**src/rtl/sprite_pkg.sv**
```systemverilog
// Shared types and sizing for the sprite line engine: table entry layout,
// per-line slot layout and scan state encoding.
package sprite_pkg;

  localparam int SPR_COUNT = 32;  // sprite attribute table entries
  localparam int SPR_SIZE  = 16;  // sprite width and height in pixels
  localparam int SLOTS     = 4;   // sprites kept per line

  localparam int IDX_W  = $clog2(SPR_COUNT);
  localparam int OFF_W  = $clog2(SPR_SIZE);
  localparam int SLOT_W = $clog2(SLOTS);

  // One sprite attribute table entry.
  typedef struct packed {
    logic [9:0] x;
    logic [8:0] y;
    logic       vis;
    logic [4:0] pattern;
  } entry_t;

  // One per-line slot: a sprite selected for a line, with its row offset.
  typedef struct packed {
    logic             valid;
    logic [9:0]       x;
    logic [4:0]       pattern;
    logic [OFF_W-1:0] row;
  } slot_t;

  typedef enum logic {
    IDLE = 1'b0,
    SCAN = 1'b1
  } state_e;

endpackage

```
**src/rtl/sprite_line_engine_if.sv**
```systemverilog
// Sprite command bus from the execute stage: position and attribute writes
// into the sprite attribute table.
interface sprite_line_engine_if;

  logic [9:0] sprite_x;     // x position, or pattern id in [4:0] on attr write
  logic [8:0] sprite_y;     // y position
  logic [4:0] sprite_sel;   // table entry index
  logic       sprite_pos;   // pulse: write x, y, vis
  logic       sprite_attr;  // pulse: write pattern
  logic       sprite_vis;   // visible flag for position writes

  modport master (
    output sprite_x, sprite_y, sprite_sel, sprite_pos, sprite_attr, sprite_vis
  );

  modport slave (
    input sprite_x, sprite_y, sprite_sel, sprite_pos, sprite_attr, sprite_vis
  );

endinterface

```
**src/rtl/sprite_table.sv**
```systemverilog
// 32-entry sprite attribute table. Position and attribute writes land one
// cycle after the pulse; the scan port reads the current contents directly.
module sprite_table
  import sprite_pkg::*;
(
  input  logic                   clk,
  input  logic                   reset,
  sprite_line_engine_if.slave    cmd,
  input  logic [IDX_W-1:0]       rd_idx,
  output entry_t                 rd_entry
);

  entry_t tbl_q [SPR_COUNT];
  entry_t tbl_d [SPR_COUNT];

  // Next table contents: position and attribute groups are independent, so
  // simultaneous pulses update both field groups of the selected entry.
  always_comb begin
    // NOTE: every always_comb output gets a full default first so no path
    // leaves it unassigned, which would infer a latch.
    tbl_d = tbl_q;
    if (cmd.sprite_pos) begin
      tbl_d[cmd.sprite_sel].x   = cmd.sprite_x;
      tbl_d[cmd.sprite_sel].y   = cmd.sprite_y;
      tbl_d[cmd.sprite_sel].vis = cmd.sprite_vis;
    end
    if (cmd.sprite_attr) begin
      tbl_d[cmd.sprite_sel].pattern = cmd.sprite_x[4:0];
    end
  end

  // Table storage.
  always_ff @(posedge clk) begin
    if (reset) begin
      // NOTE: this array is reset explicitly because a freshly reset engine
      // must see every sprite invisible at position 0 with pattern 0; a plain
      // RAM without reset would leave garbage sprites on screen.
      for (int i = 0; i < SPR_COUNT; i++) begin
        tbl_q[i] <= '0;
      end
    end else begin
      // NOTE: sequential state uses non-blocking assignments so every flop
      // samples pre-edge values regardless of statement order.
      tbl_q <= tbl_d;
    end
  end

  assign rd_entry = tbl_q[rd_idx];

endmodule

```
**src/rtl/sprite_line_engine.sv**
```systemverilog
// Per-scanline sprite evaluator. Scans the attribute table once per line for
// sprites covering the latched line, keeps up to SLOTS of them, and at the
// next line_start swaps them into the active set used for per-pixel lookup.
module sprite_line_engine
  import sprite_pkg::*;
(
  input  logic                 clk,
  input  logic                 reset,
  sprite_line_engine_if.slave  cmd,
  input  logic                 line_start,
  input  logic [8:0]           scan_line,
  input  logic [9:0]           pixel_x,
  output logic                 spr_hit,
  output logic [4:0]           spr_pattern,
  output logic [OFF_W-1:0]     spr_row,
  output logic [OFF_W-1:0]     spr_col,
  output logic                 spr_overflow,
  output logic                 scan_busy
);

  // Scan control state.
  state_e             state_q, state_d;
  logic [IDX_W-1:0]   idx_q, idx_d;
  logic [8:0]         line_q, line_d;
  logic               acc_q, acc_d;
  logic               ovf_q, ovf_d;

  // Slot sets: eval is being built for the next line, active is displayed.
  slot_t              eval_q [SLOTS];
  slot_t              eval_d [SLOTS];
  slot_t              active_q [SLOTS];
  slot_t              active_d [SLOTS];

  // Registered pixel lookup result.
  logic               hit_q, hit_d;
  logic [4:0]         pat_q, pat_d;
  logic [OFF_W-1:0]   row_q, row_d;
  logic [OFF_W-1:0]   col_q, col_d;

  // Scan datapath.
  entry_t             scan_entry;
  logic [9:0]         line_diff;
  logic               match;
  logic               free_found;
  logic [SLOT_W-1:0]  free_slot;
  logic               no_room;

  sprite_table u_table (
    .clk      (clk),
    .reset    (reset),
    .cmd      (cmd),
    .rd_idx   (idx_q),
    .rd_entry (scan_entry)
  );

  // Scan sequencing, slot filling, overflow accumulation and set swap.
  always_comb begin
    state_d  = state_q;
    idx_d    = idx_q;
    line_d   = line_q;
    acc_d    = acc_q;
    ovf_d    = ovf_q;
    eval_d   = eval_q;
    active_d = active_q;

    // Lowest free eval slot keeps table order, so slot 0 is frontmost.
    free_found = 1'b0;
    free_slot  = '0;
    for (int s = 0; s < SLOTS; s++) begin
      if (!free_found && !eval_q[s].valid) begin
        free_found = 1'b1;
        free_slot  = SLOT_W'(s);
      end
    end

    // Zero-extended subtract: a sprite above line 0 never wraps to the bottom.
    line_diff = {1'b0, line_q} - {1'b0, scan_entry.y};
    match     = (state_q == SCAN) && scan_entry.vis
                && (line_diff < 10'(SPR_SIZE));
    no_room   = match && !free_found;

    if (line_start) begin
      // Start (or restart) a scan; the set built so far becomes visible.
      active_d = eval_q;
      for (int s = 0; s < SLOTS; s++) begin
        eval_d[s] = '0;
      end
      line_d  = scan_line;
      idx_d   = '0;
      acc_d   = 1'b0;
      state_d = SCAN;
    end else if (state_q == SCAN) begin
      if (match && free_found) begin
        eval_d[free_slot].valid   = 1'b1;
        eval_d[free_slot].x       = scan_entry.x;
        eval_d[free_slot].pattern = scan_entry.pattern;
        eval_d[free_slot].row     = line_diff[OFF_W-1:0];
      end
      acc_d = acc_q | no_room;
      if (idx_q == IDX_W'(SPR_COUNT - 1)) begin
        // Only a completed scan publishes its overflow status.
        ovf_d   = acc_q | no_room;
        state_d = IDLE;
      end else begin
        idx_d = idx_q + 1'b1;
      end
    end
  end

  // Pixel lookup against the active set; lowest matching slot wins.
  always_comb begin
    logic [10:0] pix_diff;
    hit_d    = 1'b0;
    pat_d    = '0;
    row_d    = '0;
    col_d    = '0;
    pix_diff = '0;
    for (int s = 0; s < SLOTS; s++) begin
      pix_diff = {1'b0, pixel_x} - {1'b0, active_q[s].x};
      if (!hit_d && active_q[s].valid && (pix_diff < 11'(SPR_SIZE))) begin
        hit_d = 1'b1;
        pat_d = active_q[s].pattern;
        row_d = active_q[s].row;
        col_d = pix_diff[OFF_W-1:0];
      end
    end
  end

  // FSM, slot sets and registered outputs.
  always_ff @(posedge clk) begin
    if (reset) begin
      state_q <= IDLE;
      idx_q   <= '0;
      line_q  <= '0;
      acc_q   <= 1'b0;
      ovf_q   <= 1'b0;
      for (int s = 0; s < SLOTS; s++) begin
        eval_q[s]   <= '0;
        active_q[s] <= '0;
      end
      hit_q   <= 1'b0;
      pat_q   <= '0;
      row_q   <= '0;
      col_q   <= '0;
    end else begin
      state_q  <= state_d;
      idx_q    <= idx_d;
      line_q   <= line_d;
      acc_q    <= acc_d;
      ovf_q    <= ovf_d;
      eval_q   <= eval_d;
      active_q <= active_d;
      hit_q    <= hit_d;
      pat_q    <= pat_d;
      row_q    <= row_d;
      col_q    <= col_d;
    end
  end

  assign spr_hit      = hit_q;
  assign spr_pattern  = pat_q;
  assign spr_row      = row_q;
  assign spr_col      = col_q;
  assign spr_overflow = ovf_q;
  assign scan_busy    = (state_q == SCAN);

endmodule

```
**src/flat_wrapper.sv**
```systemverilog
// flat-port wrapper written by rule: the top's interface ports become plain ports
module sprite_line_engine_flat import sprite_pkg::*;
  (clk, reset, line_start, scan_line, pixel_x, spr_hit, spr_pattern, spr_row, spr_col, spr_overflow, scan_busy, cmd_sprite_x, cmd_sprite_y, cmd_sprite_sel, cmd_sprite_pos, cmd_sprite_attr, cmd_sprite_vis);
  sprite_line_engine_if cmd_i ();
  input  logic clk;
  input  logic reset;
  input  logic line_start;
  input  logic [8:0] scan_line;
  input  logic [9:0] pixel_x;
  output logic spr_hit;
  output logic [4:0] spr_pattern;
  output logic [OFF_W-1:0] spr_row;
  output logic [OFF_W-1:0] spr_col;
  output logic spr_overflow;
  output logic scan_busy;
  input wire logic [$bits(cmd_i.sprite_x)-1:0] cmd_sprite_x;
  input wire logic [$bits(cmd_i.sprite_y)-1:0] cmd_sprite_y;
  input wire logic [$bits(cmd_i.sprite_sel)-1:0] cmd_sprite_sel;
  input wire logic [$bits(cmd_i.sprite_pos)-1:0] cmd_sprite_pos;
  input wire logic [$bits(cmd_i.sprite_attr)-1:0] cmd_sprite_attr;
  input wire logic [$bits(cmd_i.sprite_vis)-1:0] cmd_sprite_vis;
  assign cmd_i.sprite_x = cmd_sprite_x;
  assign cmd_i.sprite_y = cmd_sprite_y;
  assign cmd_i.sprite_sel = cmd_sprite_sel;
  assign cmd_i.sprite_pos = cmd_sprite_pos;
  assign cmd_i.sprite_attr = cmd_sprite_attr;
  assign cmd_i.sprite_vis = cmd_sprite_vis;
  sprite_line_engine u_core (.clk(clk), .reset(reset), .cmd(cmd_i), .line_start(line_start), .scan_line(scan_line), .pixel_x(pixel_x), .spr_hit(spr_hit), .spr_pattern(spr_pattern), .spr_row(spr_row), .spr_col(spr_col), .spr_overflow(spr_overflow), .scan_busy(scan_busy));
endmodule
```
**config.mk**
```make
export PLATFORM = sky130hd
export DESIGN_NAME = sprite_line_engine_flat
export DESIGN_NICKNAME = d
export VERILOG_FILES = /design/src/rtl/sprite_pkg.sv /design/src/rtl/sprite_line_engine_if.sv /design/src/rtl/sprite_table.sv /design/src/rtl/sprite_line_engine.sv /design/src/flat_wrapper.sv
export SDC_FILE = /design/constraint.sdc
export NUM_CORES = 2
export LEC_CHECK = 0
export ABC_CLOCK_PERIOD_IN_PS = 13000
export CORE_AREA = 3 3 334 336
export DETAILED_ROUTE_END_ITERATION = 10
export DIE_AREA = 0 0 337 339
export HOLD_SLACK_MARGIN = 0.05
export PLACE_DENSITY_LB_ADDON = 0.1
export SLEW_MARGIN = 20
export SYNTH_ARGS = -nofsm -noshare
export SYNTH_HDL_FRONTEND = slang
export SYNTH_SLANG_ARGS = --single-unit
```
**constraint.sdc**
```tcl
create_clock -name clk -period 13 [get_ports clk]
set_clock_uncertainty 0.1 [all_clocks]
set_input_delay 2.6 -clock clk [delete_from_list [all_inputs] [get_ports clk]]
set_output_delay 2.6 -clock clk [all_outputs]
set_load 0.005 [all_outputs]
```
; ---- Yosys cells after proc, flatten, opt, wreduce, memory -nomap -nowiden
; Cells that the tools add are included.
[word_totals]
ff_bits = 991
wordCells = 276
[classes]
add_sub_neg = 6
n_mux = 55
bitwise = 6
order_cmp = 10
reduce_logical = 29
n_eq_ne = 1
[ops]
columns = cell, n
row1 = $bwmux W800, 4
row2 = $mux W800, 2
row3 = $demux W25 S5, 4
row4 = $bwmux W80, 4
row5 = $demux W20 S2, 4
row6 = $bmux W25 S5, 1
row7 = $mux W25, 3
row8 = $lt A11 B5 Y1 const B, 4
row9 = $sub A10 B10 Y11, 4
row10 = $mux W4, 9
row11 = $mux W5, 5
row12 = $mux W20, 1
row13 = $mux W19, 1
row14 = $logic_and A1 B1 Y1, 16
row15 = $mux W15, 1
row16 = $ge A6 B6 Y1 const B, 2
row17 = $mux W1, 12
row18 = $not A5 Y6, 2
row19 = $lt A10 B5 Y1 const B, 1
row20 = $sub A9 B9 Y10, 1
row21 = $logic_not A1 Y1, 9
row22 = $mux W9, 1
row23 = $lt A6 B1 Y1 const B, 1
row24 = $mux W6, 1
row25 = 11 further kinds, 14

; ---- Depth between registers and ports, before layout
[logic_depth]
ltp_word = 18
ltp_mapped = 21
mapped_depth_nobuf = 14

; ---- Modules after synthesis
; A second synthesis with hierarchy kept.
[hier_totals]
cells_unflattened = 5595
area_unflattened_um2 = 44814.2
[by_module_without_submodules]
columns = mod, seq_area_each_um2, area_per_inst_um2, n_inst, cells_per_inst
row1 = sprite_table, 16015.4, 35580.4, 1, 4587
row2 = sprite_line_engine, 3823.7, 9233.9, 1, 1008

; ---- Worst setup path after synthesis
; No wires, ideal clock.
[synth_timing]
path_type = input -> register
from = input port pixel_x[0]
to = register u_core.col_q[1] (netlist: u_core.spr_col[1])
arrival_time_ps = 5329
n_path_buf = 1
cell_stages = 13
setup_ps = 142
setup_slack_ps = 7429
cell_sequence = inv_1 ha_1 inv_1 fa_1 a211oi_2 o21ai_1 a41o_1 or3_1 a221o_1 a211oi_4 or4_1 buf_4 o32ai_2
[synth_via]
elab_chain_cells = 16
word_cells_on_any_way = 25
cone_classes = add/sub (4) / order compare (4) / mux (7) / reduce/logical (10)
[synth_lines]
columns = element, line_no
row1 = "start, declared", flat_wrapper.sv:9  ; input logic [9:0] pixel_x;
row2 = $sub A10 B10 Y11, sprite_line_engine.sv:119  ; pix_diff = {1'b0, pixel_x} - {1'b0, active_q[s].x};
row3 = $lt A11 B5 Y1, sprite_line_engine.sv:120  ; if (!hit_d && active_q[s].valid && (pix_diff < 11'(SPR_SIZE))) begin
row4 = $logic_and A1 B1 Y1, sprite_line_engine.sv:120
row5 = $mux W1, sprite_line_engine.sv:120
row6 = $logic_not A1 Y1, sprite_line_engine.sv:120
row7 = $logic_and A1 B1 Y1 (2 in a row), sprite_line_engine.sv:120
row8 = $mux W1, sprite_line_engine.sv:120
row9 = $logic_not A1 Y1, sprite_line_engine.sv:120
row10 = $logic_and A1 B1 Y1 (2 in a row), sprite_line_engine.sv:120
row11 = $mux W1, sprite_line_engine.sv:120
row12 = $logic_not A1 Y1, sprite_line_engine.sv:120
row13 = $logic_and A1 B1 Y1 (2 in a row), sprite_line_engine.sv:120
row14 = $mux W4 *, sprite_line_engine.sv:120
row15 = "end signal, assigned", sprite_line_engine.sv:156  ; col_q <= col_d;
row16 = "end, declared", sprite_line_engine.sv:38  ; logic [OFF_W-1:0] col_q, col_d;
; Mark *: on every way between the ends. The rest lies on a longest branch, timed or not.
; A chain may end at the register's enable or synchronous reset.

; ---- Worst setup path after layout
[layout_timing]
from = register u_core.idx_q[1]
to = register u_core.eval_q[6] (netlist name)
[layout_via]
elab_chain_cells = 9
word_cells_on_any_way = 12
cone_classes = add/sub (1) / order compare (1) / mux (5) / bitwise (1) / reduce/logical (4)
[layout_lines]
columns = element, line_no
row1 = "start, declared", sprite_line_engine.sv:23  ; logic [IDX_W-1:0] idx_q, idx_d;
row2 = "start signal, assigned", sprite_line_engine.sv:147  ; idx_q <= idx_d;
row3 = $not A5 Y6 (implied by the code) *, sprite_table.sv:48  ; assign rd_entry = tbl_q[rd_idx];
row4 = $bmux W25 S5 *, sprite_table.sv:48
row5 = $mux W25 (implied by the code) * (2 in a row), sprite_table.sv:48
row6 = $sub A9 B9 Y10, sprite_line_engine.sv:77  ; line_diff = {1'b0, line_q} - {1'b0, scan_entry.y};
row7 = $lt A10 B5 Y1, sprite_line_engine.sv:79  ; && (line_diff < 10'(SPR_SIZE));
row8 = $logic_and A1 B1 Y1, sprite_line_engine.sv:79
row9 = $logic_and A1 B1 Y1, sprite_line_engine.sv:93  ; if (match && free_found) begin
row10 = $reduce_and A2 Y1 (no line), n/a
row11 = "end signal, assigned", sprite_line_engine.sv:151  ; eval_q <= eval_d;
row12 = "end, declared", sprite_line_engine.sv:29  ; slot_t eval_q [SLOTS];
; Mark *: on every way between the ends. The rest lies on a longest branch, timed or not. The select of a mux whose other input is x is not followed.

==> impl_results.md <==
* Status: finished clean
* Layout cells sized above 1 at 0.126
* Sequential share of power at 0.459
* Critical path capture point type: flip-flop
* GRT Total Usage at 0.230
* Yosys top cell area share at 0.457
* DRT antenna net count at 0
* Slew HR at 0.219
* CORE AREA at 0.109 sq mm
* Detailed-route wire length per cell at 21.2 um
* Hold_sp: u_core.u_table.tbl_q[759]
* Yosys Warn Count at 0
* Area Overhead vs Synth at 12.3%
* Post-Syn Area at 0.0434 sq mm
* GP Congestion at 0.807
* Startpoint class of the critical path: flip-flop
* CTS H-tree lvls at 3
* Internal power at 5140 uW
* Initial Utilization at 0.399
* Clock sinks at 991
* Num CTS Buffers at 110
* Setup_tns at 0 ns
* FMAX at 0.156 GHz
* Unrepaired setup endpoints after global routing: false
* Nets at 4898
* Clk pwr share at 0.492
* CP Max Fanout at 49
* Kind of critical path: reg -> reg
* R2R setup slack at 6.58 ns
* Worst Path Required at 13.50 ns
* NetSw at 1560 uW
* Drt drc at 0
* Switch share at 0.233
* Initial DRC Count at 2875
* Cts hold-fix bufs at 0
* DP Wirelength at 80000 um
* Final period utilization at 0.494
* Critical path arrival at 6.93 ns
* Worst hold endpoint: u_core.u_table.tbl_q[759]
* Drt pass-1 iters at 6
* Final Cell Area at 0.0488 sq mm
* Vias in the first global route at 32.5k
* Die Y at 339 um
* Max_cap viols at 0
* Leakage at 0.0158 uW
* R2r worst-path depth at 15
* Initial antenna violation count at 2
* Worst reg2reg startpoint: u_core.idx_q[1]
* Site Rows at 121
* Syn nets at 5079
* Synth cell types at 65
* Commonest cells in the netlist: nand2_1 (1510), dfxtp_1 (991), a21oi_1 (779)
* Routed WL at 134000 um
* Post-synth EDFFs at 0
* Vias per std cell at 5.41
* Cells after Synth at 4974
* Final Critical Period at 6.42 ns
* Hold-critical path depth at 2
* Worst-Skew Late Latency at 0.71 ns
* Seq/Total Area, Yosys at 0.457
* Avg Inst Size Synth at 8.73 sq um
* Max-slew violations at 0
* Slew @ Worst Pin at 1.17 ns
* Final hold viol count at 0
* Final setup vio count at 0
* Antenna diodes at 0
* Gr ovfl total at 0
* IO Count at 65
* Setup bufs post-CTS at 0
* Cell taking the most area after synthesis: dfxtp_1
* Die area at 0.114 sq mm
* Ys async rst share at 0
* Worst R2R End: u_core.eval_q[6]
* Synth Register Bits at 991
* Top FF cell, synth: dfxtp_1
* First-pass GRT wire length at 205000 um
* Max VDD drop at 0.0971 mV
* Dpl cell area at 0.0449 sq mm
* Die Wd at 337 um
* CTS root buffer: clkbuf_16
* Combinational Power Share at 0.049
* Via count at 34.1k
* Hold Path Class: reg -> reg
* Most common cell in the netlist: nand2_1
* Pwr Density at 137 mW/mm^2
* CTS tree: yes
* Largest net degree at the start of global routing at 203
* Clk pin slew, worst setup/hold paths at 0.06 ns
* Clock Path Buffers at 3
* I/O Buffers at 64
* CTS-repair resized insts at 0
* Synth top area cells: dfxtp_1 (46%), nand2_1 (13%), mux4_2 (13%)
power groups by stage:
| stage | combinational (uW) | clock, uW | sequential (uW) |
|---|---|---|---|
| after CTS | 331 | 3370 | 3070 |
| after global routing | 359 | 3480 | 3070 |
| final | 330 | 3300 | 3070 |
| after floorplan | 228 | 0 | 3130 |
| after detailed placement | 331 | 0 | 3140 |
| after global placement | 330 | 0 | 3140 |
per-layer routing:
metal	global-route usage	routed length, um	up-vias	share of wire
met3	0.0313	6660	175	0.050
met5	0	16	-	0.00012
met4	0.0486	2540	2	0.019
met2	0.379	63400	767	0.47
met1	0.322	60900	16600	0.46
li1	-	-	16600	-
flip-flops by register name (all words and copies together) (netlist names):
signal                count
u_core.spr_col            4
u_core.spr_pattern        5
u_core.spr_row            4
u_core.eval_q            80
u_core.idx_q              5
u_core.u_table.tbl_q    800
u_core.spr_hit            1
u_core.acc_q              1
u_core.line_q             9
u_core.spr_overflow       1
u_core.active_q          80
u_core.scan_busy          1
cell families (layout without fill, tap and decap cells):
| kind of cell | Yosys count | in the layout | share of synthesized area |
|---|---|---|---|
| compound gates | 957 | 957 | 0.118 |
| xor+xnor | 20 | 20 | 0.00403 |
| mux | 432 | 432 | 0.172 |
| flops | 991 | 991 | 0.457 |
| buf+inv | 512 | 424 | 0.0461 |
| fa+ha+maj | 56 | 56 | 0.0170 |
| simple gates | 2006 | 2006 | 0.186 |
stage by stage:
| step | worst slack (ns) | util | hold WS (ns) | power, uW | cells |
|---|---|---|---|---|---|
| 6_report | 6.58 | 0.448 | 0.350 | 6700 | 6300 |
| 2_1_floorplan | 7.43 | - | 0.333 | 3360 | 4974 |
| 4_1_cts | 6.45 | 0.448 | 0.351 | 6770 | 6299 |
| 3_5_place_dp | 5.72 | 0.412 | 0.343 | 3470 | 6094 |
| 3_3_place_gp | 5.75 | 0.412 | 0.338 | 3470 | 6094 |
| 5_1_grt | 6.25 | 0.448 | 0.364 | 6910 | 6300 |
layout by cell type, fill, tap and decap left out, types with 51 or more instances in the layout:
master	instances
buf_4	92
dfxtp_1	987
mux2i_1	164
ha_1	51
nand2_1	1501
a21oi_1	779
nand3_1	164
clkbuf_16	111
o21ai_0	96
nor2_1	217
clkdlybuf4s50_1	56
mux4_2	250
inv_1	60
how the worst max path moves through the flow:
| stage | startpoint | endpoint | slack (ns) |
|---|---|---|---|
| 2_1_floorplan | pixel_x[0] | u_core.spr_col[1] | 7.43 |
| 3_3_place_gp | pixel_x[0] | u_core.spr_pattern[0] | 5.75 |
| 3_5_place_dp | pixel_x[0] | u_core.spr_pattern[4] | 5.72 |
| 4_1_cts | pixel_x[0] | u_core.spr_pattern[4] | 6.45 |
| 5_1_grt | u_core.idx_q[1] | u_core.eval_q[3] | 6.25 |
| 6_report | u_core.idx_q[1] | u_core.eval_q[6] | 6.58 |
critical path, stage by stage (launching register included):
cell and delay (ns):
dfxtp_4 0.87, buf_4 0.57, buf_4 0.61, mux4_2 0.42
mux4_2 0.56, mux2i_1 0.48, ha_1 0.33, nor2b_1 0.12
o21ai_0 0.20, a21oi_1 0.13, or4b_2 0.61, and3_1 0.24
nand4b_1 0.30, buf_4 0.41, nand3_1 0.11, o21ai_0 0.10
cell type report:
| class | instances | area [sq um] |
|---|---|---|
| fill | 10500 | 60100 |
| multi-input combinational | 3471 | 21700 |
| sequential | 991 | 19900 |
| clock buffer | 160 | 3300 |
| tap | 1414 | 1770 |
| timing repair buffer | 159 | 1370 |
| clock inverter | 45 | 576 |
| inverter | 60 | 225 |
(Power assumes the default switching activity.)
